$ cat config.mk
export PLATFORM = sky130hd
export DESIGN_NAME = fifo_uart_tx_flat
export DESIGN_NICKNAME = d
export VERILOG_FILES = /design/src/rtl/uart_pkg.sv /design/src/rtl/fifo_uart_tx_if.sv /design/src/rtl/uart_baud_gen.sv /design/src/rtl/fifo_uart_tx.sv /design/src/flat_wrapper.sv
export SDC_FILE = /design/constraint.sdc
export NUM_CORES = 1
export LEC_CHECK = 0
export CAP_MARGIN = 20
export CORE_MARGIN = 1.5
export CORE_UTILIZATION = 50
export CTS_BUF_LIST = sky130_fd_sc_hd__clkbuf_4
export CTS_CLUSTER_SIZE = 24
export DETAILED_ROUTE_END_ITERATION = 10
export GPL_ROUTABILITY_DRIVEN = 0
export PLACE_DENSITY_LB_ADDON = 0.08
export SYNTH_ARGS = -nofsm -noshare
export SYNTH_HDL_FRONTEND = slang
export SYNTH_SLANG_ARGS = --single-unit
$ cat constraint.sdc
create_clock -name uart_tx_clk -period 2.8 [get_ports uart_tx_clk]
set_input_delay 0.42 -clock uart_tx_clk [delete_from_list [all_inputs] [get_ports uart_tx_clk]]
set_output_delay 0.42 -clock uart_tx_clk [all_outputs]
set_load 0.005 [all_outputs]
$ cat src/rtl/uart_pkg.sv
// Shared definitions for the FIFO-fed UART transmitter.
//   tx_state_e    : transmitter FSM state encoding
//   calc_bit_div  : clocks per serial bit (integer-truncated CLK_FREQ/BAUD)
//   DATA_BITS     : payload bits per frame
//   IDLE_LEVEL    : line level while idle and during stop bits
package uart_pkg;

  localparam int   DATA_BITS  = 8;
  localparam logic IDLE_LEVEL = 1'b1;

  typedef enum logic [2:0] {
    S_IDLE  = 3'd0,
    S_READ  = 3'd1,
    S_LOAD  = 3'd2,
    S_START = 3'd3,
    S_DATA  = 3'd4,
    S_STOP  = 3'd5
  } tx_state_e;

  function automatic int calc_bit_div(input int clk_freq, input int baud);
    return clk_freq / baud;
  endfunction

endpackage

$ cat src/rtl/fifo_uart_tx_if.sv
// Bundle between the transmitter and its environment (FIFO read side and
// serial/status outputs).
//   fifo_dout   : FIFO read data, valid one cycle after fifo_rd_en
//   fifo_empty  : FIFO empty flag
//   fifo_rd_en  : one-cycle FIFO read strobe
//   txd         : serial line, idle high
//   busy        : transmitter not idle
//   tx_done     : one-cycle pulse after the last stop bit
//   frame_count : completed frames, wraps at 16 bits
// master = transmitter side, slave = FIFO / observer side.
interface fifo_uart_tx_if;
  logic [7:0]  fifo_dout;
  logic        fifo_empty;
  logic        fifo_rd_en;
  logic        txd;
  logic        busy;
  logic        tx_done;
  logic [15:0] frame_count;

  modport master (
    input  fifo_dout, fifo_empty,
    output fifo_rd_en, txd, busy, tx_done, frame_count
  );

  modport slave (
    output fifo_dout, fifo_empty,
    input  fifo_rd_en, txd, busy, tx_done, frame_count
  );
endinterface

$ cat src/rtl/uart_baud_gen.sv
// Bit-period timer: counts 0..BIT_DIV-1 while enabled and wraps to 0.
//   clk   : clock
//   reset : asynchronous active-low reset
//   clr   : synchronous clear to 0 (takes priority over en)
//   en    : count enable
//   tick  : high in the last cycle of a bit period (wrap cycle)
module uart_baud_gen #(
  parameter  int BIT_DIV = 16,
  localparam int CNT_W   = (BIT_DIV > 1) ? $clog2(BIT_DIV) : 1
) (
  input  logic clk,
  input  logic reset,
  input  logic clr,
  input  logic en,
  output logic tick
);

  logic [CNT_W-1:0] cnt_q;
  logic             wrap;

  assign wrap = (cnt_q == CNT_W'(BIT_DIV - 1));
  assign tick = en && wrap;

  always_ff @(posedge clk or negedge reset) begin
    if (!reset) begin
      cnt_q <= '0;
    end else if (clr) begin
      cnt_q <= '0;
    end else if (en) begin
      cnt_q <= wrap ? '0 : cnt_q + CNT_W'(1);
    end
  end

endmodule

$ cat src/rtl/fifo_uart_tx.sv
// UART transmitter fed from a standard-mode (non-FWFT) FIFO.
// Frames are 8 data bits, LSB first, with 1 or 2 stop bits.
//   uart_tx_clk : clock, all logic on the rising edge
//   reset       : asynchronous active-low reset
//   bus         : fifo_uart_tx_if master (FIFO read port + serial/status outputs)
//
// state   | meaning
// S_IDLE  | line high; issue a FIFO read when data is available
// S_READ  | wait one cycle for FIFO read latency
// S_LOAD  | capture fifo_dout into the shift register, clear bit timer
// S_START | start bit (low) for one bit period
// S_DATA  | 8 data bits, LSB first
// S_STOP  | stop bit(s) high; pulse tx_done and count the frame at the end
module fifo_uart_tx
  import uart_pkg::*;
#(
  parameter int CLK_FREQ  = 100000000,
  parameter int BAUD      = 115200,
  parameter int STOP_BITS = 1
) (
  input  logic           uart_tx_clk,
  input  logic           reset,
  fifo_uart_tx_if.master bus
);

  localparam int BIT_DIV = calc_bit_div(CLK_FREQ, BAUD);

  if (BIT_DIV < 2) begin : g_bit_div_chk
    $error("fifo_uart_tx: CLK_FREQ/BAUD must be at least 2");
  end
  if (STOP_BITS != 1 && STOP_BITS != 2) begin : g_stop_bits_chk
    $error("fifo_uart_tx: STOP_BITS must be 1 or 2");
  end

  tx_state_e   state_q;
  logic [7:0]  shift_q;
  logic [2:0]  bit_idx_q;
  logic        stop_idx_q;
  logic        txd_q;
  logic        rd_en_q;
  logic        busy_q;
  logic        done_q;
  logic [15:0] frame_cnt_q;

  logic        baud_clr;
  logic        baud_en;
  logic        baud_tick;

  assign baud_clr = (state_q == S_LOAD);
  assign baud_en  = (state_q == S_START) || (state_q == S_DATA) || (state_q == S_STOP);

  uart_baud_gen #(
    .BIT_DIV (BIT_DIV)
  ) u_baud_gen (
    .clk   (uart_tx_clk),
    .reset (reset),
    .clr   (baud_clr),
    .en    (baud_en),
    .tick  (baud_tick)
  );

  always_ff @(posedge uart_tx_clk or negedge reset) begin
    if (!reset) begin
      state_q     <= S_IDLE;
      shift_q     <= '0;
      bit_idx_q   <= '0;
      stop_idx_q  <= 1'b0;
      txd_q       <= IDLE_LEVEL;
      rd_en_q     <= 1'b0;
      busy_q      <= 1'b0;
      done_q      <= 1'b0;
      frame_cnt_q <= '0;
    end else begin
      rd_en_q <= 1'b0;
      done_q  <= 1'b0;
      case (state_q)
        S_IDLE: begin
          txd_q <= IDLE_LEVEL;
          if (!bus.fifo_empty) begin
            rd_en_q <= 1'b1;
            busy_q  <= 1'b1;
            state_q <= S_READ;
          end
        end
        S_READ: begin
          state_q <= S_LOAD;
        end
        S_LOAD: begin
          shift_q    <= bus.fifo_dout;
          bit_idx_q  <= '0;
          stop_idx_q <= 1'b0;
          txd_q      <= ~IDLE_LEVEL;
          state_q    <= S_START;
        end
        S_START: begin
          if (baud_tick) begin
            txd_q   <= shift_q[0];
            state_q <= S_DATA;
          end
        end
        S_DATA: begin
          if (baud_tick) begin
            shift_q <= shift_q >> 1;
            if (bit_idx_q == 3'(DATA_BITS - 1)) begin
              bit_idx_q <= '0;
              txd_q     <= IDLE_LEVEL;
              state_q   <= S_STOP;
            end else begin
              // shift_q[1] is the bit that becomes shift_q[0] after this shift
              bit_idx_q <= bit_idx_q + 3'd1;
              txd_q     <= shift_q[1];
            end
          end
        end
        S_STOP: begin
          if (baud_tick) begin
            if (stop_idx_q == 1'(STOP_BITS - 1)) begin
              done_q      <= 1'b1;
              frame_cnt_q <= frame_cnt_q + 16'd1;
              busy_q      <= 1'b0;
              state_q     <= S_IDLE;
            end else begin
              stop_idx_q <= 1'b1;
            end
          end
        end
        default: begin
          txd_q   <= IDLE_LEVEL;
          busy_q  <= 1'b0;
          state_q <= S_IDLE;
        end
      endcase
    end
  end

  assign bus.fifo_rd_en  = rd_en_q;
  assign bus.txd         = txd_q;
  assign bus.busy        = busy_q;
  assign bus.tx_done     = done_q;
  assign bus.frame_count = frame_cnt_q;

endmodule

$ cat src/flat_wrapper.sv
// flat-port wrapper written by rule: the top's interface ports become plain ports
module fifo_uart_tx_flat import uart_pkg::*;
#(
  parameter int CLK_FREQ  = 100000000,
  parameter int BAUD      = 115200,
  parameter int STOP_BITS = 1
)
  (uart_tx_clk, reset, bus_fifo_dout, bus_fifo_empty, bus_fifo_rd_en, bus_txd, bus_busy, bus_tx_done, bus_frame_count);
  fifo_uart_tx_if bus_i ();
  input  logic uart_tx_clk;
  input  logic reset;
  input wire logic [$bits(bus_i.fifo_dout)-1:0] bus_fifo_dout;
  input wire logic [$bits(bus_i.fifo_empty)-1:0] bus_fifo_empty;
  output wire logic [$bits(bus_i.fifo_rd_en)-1:0] bus_fifo_rd_en;
  output wire logic [$bits(bus_i.txd)-1:0] bus_txd;
  output wire logic [$bits(bus_i.busy)-1:0] bus_busy;
  output wire logic [$bits(bus_i.tx_done)-1:0] bus_tx_done;
  output wire logic [$bits(bus_i.frame_count)-1:0] bus_frame_count;
  assign bus_i.fifo_dout = bus_fifo_dout;
  assign bus_i.fifo_empty = bus_fifo_empty;
  assign bus_fifo_rd_en = bus_i.fifo_rd_en;
  assign bus_txd = bus_i.txd;
  assign bus_busy = bus_i.busy;
  assign bus_tx_done = bus_i.tx_done;
  assign bus_frame_count = bus_i.frame_count;
  fifo_uart_tx #(.CLK_FREQ(CLK_FREQ), .BAUD(BAUD), .STOP_BITS(STOP_BITS)) u_core (.uart_tx_clk(uart_tx_clk), .reset(reset), .bus(bus_i));
endmodule
==> results of run 1 <==
## cell families after synthesis
family,synth area share [%]
XOR/XNOR,6.03
AO/OA/AOI/OAI,11.1
adder cells (fa/ha/maj),2.15
AND/OR/NAND/NOR,19.8
buffers and inverters,3.61
flip-flops,48.5
multiplexers,8.78
## what timing repair did
| item | 4_1_cts | 5_1_grt |
|---|---|---|
| endpoints found under the hold margin | 0 | 4 |
| setup endpoints to repair | 0 | 0 |
| hold buffers | 0 | 1 |
## layout make-up
type                            count  area (um2)  share of cell area, %
Multi-Input combinational cell    154        1110                   40.4
Timing Repair Buffer               36         355                   12.9
Tap cell                           52        65.1                   2.37
Clock inverter                      1        3.75                  0.136
Inverter                            9        33.8                   1.23
Clock buffer                        7        52.6                   1.91
Sequential cell                    45        1130                   41.0
## final timing paths
path	slack [ps]	to	depth (start not counted)	start
max in group asynchronous	1910	u_core.bus.txd$_DFFE_PN1P_	3	reset
worst max-delay path	430	u_core.bus.frame_count[15]$_DFFE_PN0P_	5	u_core.u_baud_gen.cnt_q[0]$_DFFE_PN0P_
worst min-delay path	400	u_core.u_baud_gen.cnt_q[8]$_DFFE_PN0P_	2	reset
worst max register to register	430	u_core.bus.frame_count[15]$_DFFE_PN0P_	5	u_core.u_baud_gen.cnt_q[0]$_DFFE_PN0P_
min in group uart_tx_clk	500	u_core.bus.frame_count[15]$_DFFE_PN0P_	1	u_core.bus.frame_count[15]$_DFFE_PN0P_
worst min register to register	500	u_core.bus.frame_count[15]$_DFFE_PN0P_	1	u_core.bus.frame_count[15]$_DFFE_PN0P_
## worst reg2reg max path, delay by kind of cell (launching register included)
kind,cells,cell delay (ps)
DFF,1,410
xor gates and xnor gates,1,190
adders and majority gates,1,210
and+or+nand+nor,3,1480
## placed cells by master, fill, tap and decap left out, types with 3 or more instances in the layout
master and instances:
a22o_1 6, ha_1 4, nor2b_1 4, nand4_1 3
clkbuf_4 7, nand3_1 6, xor2_1 12, clkdlybuf4s50_1 29
mux2_2 15, a32o_1 3, xnor2_1 4, dfrtp_1 44
o31ai_1 4, nor3_1 7, nor2_1 18, buf_4 4
nand2_1 16, nor3_2 4, o21ai_0 10, nor4_1 5
inv_1 9, a21oi_1 6
## power by group
part | leakage, nW | internal, mW | total (mW) | switching (mW)
Clock | 0.0338 | 0.116 | 0.313 | 0.197
Combinational | 0.613 | 0.0249 | 0.0433 | 0.0184
Sequential | 0.571 | 0.656 | 0.660 | 0.00355
## flip-flops by register name, summed over array words and instances (netlist names)
register	cells
u_core.bus.busy	1
u_core.state_q	3
u_core.bus.txd	1
u_core.bit_idx_q	3
u_core.u_baud_gen.cnt_q	10
u_core.bus.fifo_rd_en	1
u_core.stop_idx_q	1
u_core.shift_q	8
u_core.bus.tx_done	1
u_core.bus.frame_count	16
## cell usage after synthesis (6+ instances only)
cell type and count:
nor3_1 7, nand3_1 6, mux2_2 15, inv_1 9, nand2_1 16, a21oi_1 6
a22o_1 6, dfrtp_1 44, xor2_1 12, o21ai_0 10, nor2_1 18, clkbuf_1 6
## through the flow
stage	utilization [%]	instances	hold slack, ps	worst slack (ps)
finish	62.3	304	399	425
CTS	61.6	302	243	403
detailed placement	60.3	294	481	441
floorplan	-	217	124	551
global placement	60.3	294	457	530
global route	62.3	304	382	284
## metal layers
metal / global-route usage (%) / vias up
met2: 29.8 / 32
met3: 4.70 / 6
met4: 5.87 / 0
met1: 25.9 / 806
li1: - / 854
met5: 0 / -
==> summary.txt, run 1 <==
Global route
  • Largest net degree at the start of global routing: 46
  • First-pass GRT wire length: 7.58 mm
  • GR Overflow Total: 0
  • Antenna violations before repair: 0
  • Number of global-route vias before repair: 1618
  • All-Layer GR Usage: 19.0%

Setup path
  • Largest incremental delay on the critical path: 680 ps
  • Critical-path top delay cell: or4_4
  • Crit. End Element: flop
  • CP arrival: 2650 ps
  • CP required: 3070 ps
  • CP Buf/Inv Count: 0
  • Critical Path, Cell by Cell: ha_1, or4b_4, or4_4, nor4_2, xor2_1
  • Crit path max-delay family: simple AND/OR/NAND/NOR gates
  • Type of the worst setup path: reg2reg
  • Setup crit start kind: flop
  • Crit path max fanout: 16

Yosys
  • Yosys reg bits: 45
  • Avg Cell Area, Syn: 10.7 um2
  • Area of the mapped netlist: 0.00232 mm2
  • Register area share after synthesis: 48.5%
  • Synth warn: 0
  • Synth unique cells: 44
  • Post-synth ARST share: 100%
  • Main flop type after synthesis: dfrtp_1
  • Syn nets: 232
  • Post-synth top area share: 47.4%
  • Synth area leader: dfrtp_1
  • Mapped Cells: 217
  • Count of flip-flops with a built-in enable after synthesis: 0
  • Top post-synthesis cells by area: dfrtp_1 (47%), mux2_2 (7.3%), xor2_1 (4.5%), nor2_1 (2.9%), nand2_1 (2.6%)

Timing
  • Slew @ Worst Pin: 435 ps
  • Count of final max-slew check failures: 0
  • Fmax: 0.421 GHz
  • Tcrit/Tclk final: 84.8%
  • Total negative slack: 0 ps
  • Worst Clk Skew: 12.3 ps
  • Unrepaired setup endpoints after global routing: false
  • Final hold violations: 0
  • Final setup vio count: 0
  • Worst slew margin: 70.9%
  • Fin crit period: 2370 ps

Route
  • DRC violation count after routing: 0
  • Drt via density: 5.59
  • Drt wl/cell: 14.6 um
  • Met1 WL: 2.15 mm
  • Max Used Layer: met4
  • Drt total wl: 4.44 mm
  • TritonRoute pass-1 iters: 4
  • Via count: 1698
  • Met3 WL post-DR: 145 um
  • WL met2: 2.08 mm
  • Antenna Nets Post-Route: 0
  • Iter 0 DRT Violations: 89

Placed design
  • Hpwl dp: 3.19 mm
  • Post-place instance area: 0.00266 mm2
  • Port Buffers: 30

Pwr
  • Cell Pwr Density: 370 mW/mm2
  • Total power: 1.02 mW
  • Leakage: 1.22 nW
  • Maximum vdd ir drop: 0.269 mV

CTS
  • Clock sinks: 45
  • CTS resizes: 0
  • Postcts setup bufs: 0
  • CTS Root Cell: clkbuf_4
  • Inserted Clock Buffers: 5
  • TritonCTS clock tree: done
  • Clock transition at the registers of the reported paths: 120 ps
  • H-Tree Depth: 2
  • CTS max path bufs: 2
  • Worst skew pair latency: 350 ps

Floorplan
  • # rows: 24
  • Die Wd: 71.2 um
  • Die Height: 71.2 um
  • Area of the core: 0.00441 mm2
  • Die outline area: 0.00507 mm2
  • Boundary pin count: 31
  • Starting Density: 52.6%

Final layout
  • Diode count: 0
  • Layout Nets: 266
  • Post-Layout Inst Area: 0.00275 mm2
  • Share of layout cells above drive strength 1: 16.3%
  • Fillers: 385
  • Area grow syn2layout: 18.4%

Run status
  • Outcome: complete, no violations

Worst hold path
  • Worst Hold Class: in2async

Flow run
  • Max-cap viol count: 0
(Power assumes the default switching activity.)
==> run 2, diff against run 1 <==
Clock period 2.8 ns to 2 ns, I/O delays scaled along.
==> summary.txt, run 2 (synthesis gave the netlist of run 1 again) <==
Placed design
  • Post-place setup slack: -194 ps
  • Port Buffers: 30
  • Hpwl dp: 3.54 mm
  • Dpl cells: 313

Timing
  • Final hold violations: 0
  • Final setup vio count: 37
  • Fin crit period: 2180 ps
  • Setup ws final: -183 ps
  • Total negative slack: -3820 ps
  • Slew @ Worst Pin: 548 ps
  • Count of final max-slew check failures: 0
  • Worst Clk Skew: 11.1 ps
  • Fmax: 0.458 GHz
  • Worst slew margin: 63.4%
  • Tcrit/Tclk final: 109%
  • Unrepaired setup endpoints after global routing: true

Final layout
  • Share of layout cells above drive strength 1: 32.5%
  • Non-Filler Instances: 335
  • Most common cell after layout, fill and taps aside: dfrtp_1
  • Layout Nets: 297
  • Area grow syn2layout: 38.0%
  • Max reg flops: 16
  • Diode count: 0
  • Most frequent cells in the layout: dfrtp_1 (44), clkdlybuf4s50_1 (29), buf_4 (27)

Route
  • Drt total wl: 5.24 mm
  • Iter 0 DRT Violations: 55
  • Drt via density: 5.64
  • Via count: 1888
  • Met1 WL: 2.34 mm
  • Max Used Layer: met4
  • TritonRoute pass-1 iters: 4
  • DRC violation count after routing: 0
  • Drt wl/cell: 15.6 um
  • Antenna Nets Post-Route: 0
  • WL met2: 2.64 mm
  • Met3 WL post-DR: 175 um

Setup path
  • CP arrival: 2450 ps
  • Crit. End Element: flop
  • CP required: 2270 ps
  • Type of the worst setup path: reg2reg
  • Setup crit start kind: flop
  • Crit path max fanout: 7

Pwr
  • Sw frac: 24.3%
  • Comb pwr share: 4.5%
  • Maximum vdd ir drop: 0.383 mV
  • Cell Pwr Density: 450 mW/mm2
  • Clk network pwr share: 31.5%
  • Int Pwr: 1.09 mW
  • Total power: 1.44 mW
  • Reg power frac: 64.1%
  • Psw: 0.350 mW
  • Leakage: 1.50 nW

CTS
  • TritonCTS clock tree: done
  • Worst skew pair latency: 370 ps
  • CTS Root Cell: clkbuf_4
  • CTS max path bufs: 2
  • Clock transition at the registers of the reported paths: 140 ps
  • Clock sinks: 45
  • Inserted Clock Buffers: 5
  • H-Tree Depth: 2

Global route
  • All-Layer GR Usage: 22.3%
  • Largest net degree at the start of global routing: 24
  • Antenna violations before repair: 0
  • Number of global-route vias before repair: 1907
  • GR Overflow Total: 0
  • First-pass GRT wire length: 9.05 mm

Floorplan
  • # rows: 24
  • Boundary pin count: 31
  • Area of the core: 0.00441 mm2
  • Starting Density: 52.6%
  • Die outline area: 0.00507 mm2
  • Die Wd: 71.2 um
  • Die Height: 71.2 um

Run status
  • Failing checks: negative setup slack
  • Outcome: finished, violations left

Flow run
  • Max-cap viol count: 0

Worst hold path
  • Worst Hold Class: in2async
-- run 2: path summary, 6_finish.rpt --
kind                                                         from                                endpoint  slack (ps)  cells after the start
hold / removal                                              reset           u_core.stop_idx_q$_DFFE_PN0P_         420                      2
setup / recovery           u_core.u_baud_gen.cnt_q[0]$_DFFE_PN0P_  u_core.u_baud_gen.cnt_q[0]$_DFFE_PN0P_        -180                      8
hold reg to reg            u_core.bus.frame_count[15]$_DFFE_PN0P_  u_core.bus.frame_count[15]$_DFFE_PN0P_         480                      1
setup reg to reg           u_core.u_baud_gen.cnt_q[0]$_DFFE_PN0P_  u_core.u_baud_gen.cnt_q[0]$_DFFE_PN0P_        -180                      8
max in group asynchronous                                   reset              u_core.bus.txd$_DFFE_PN1P_         960                      3
min in group uart_tx_clk   u_core.bus.frame_count[15]$_DFFE_PN0P_  u_core.bus.frame_count[15]$_DFFE_PN0P_         480                      1
-- run 2: what timing repair did --
item,CTS,global route
endpoints found under the hold margin,21,0
setup endpoints to repair,36,41
gates resized for setup,22,29
hold buffers,1,0
pin swaps,7,22
buffers inserted,9,4
-- run 2: worst max-delay path: stages, from the launching register on --
cell and delay, ps:
dfrtp_1 390, ha_2 190, or4b_4 480, buf_6 140, buf_6 110, o31ai_4 260, buf_4 170, nor2_4 60
mux2_4 290
-- run 2: through the flow --
step,util [%],hold WS [ps],cell area [um2]
floorplan,-,4.41,2370
global placement,64.0,299,2830
detailed placement,64.0,300,2830
CTS,69.5,408,3070
global route,72.6,468,3210
finish,72.6,416,3210
-- run 2: per-layer routing --
layer  vias to the layer above  track usage, %
li1                        910               -
met1                       928            29.8
met2                        41            38.0
met3                         9            3.13
met4                         0            6.29
met5                         -               0
-- run 2: layout make-up --
type                       instances  area (um2)
sequential                        45        1130
clock buffer                       5        37.5
timing repair buffer              67         609
clock inverter                     3        22.5
multi-input combinational        154        1310
tap                               52        65.1
fill                             295        1210
inverter                           9        33.8
-- run 2: power groups by stage --
stage          registers (mW)  clock network, mW  logic, mW
2_1_floorplan           0.940                  0     0.0154
3_3_place_gp            0.941                  0     0.0588
3_5_place_dp            0.941                  0     0.0603
4_1_cts                 0.924              0.469     0.0617
5_1_grt                 0.926              0.488     0.0744
6_report                0.925              0.454     0.0646
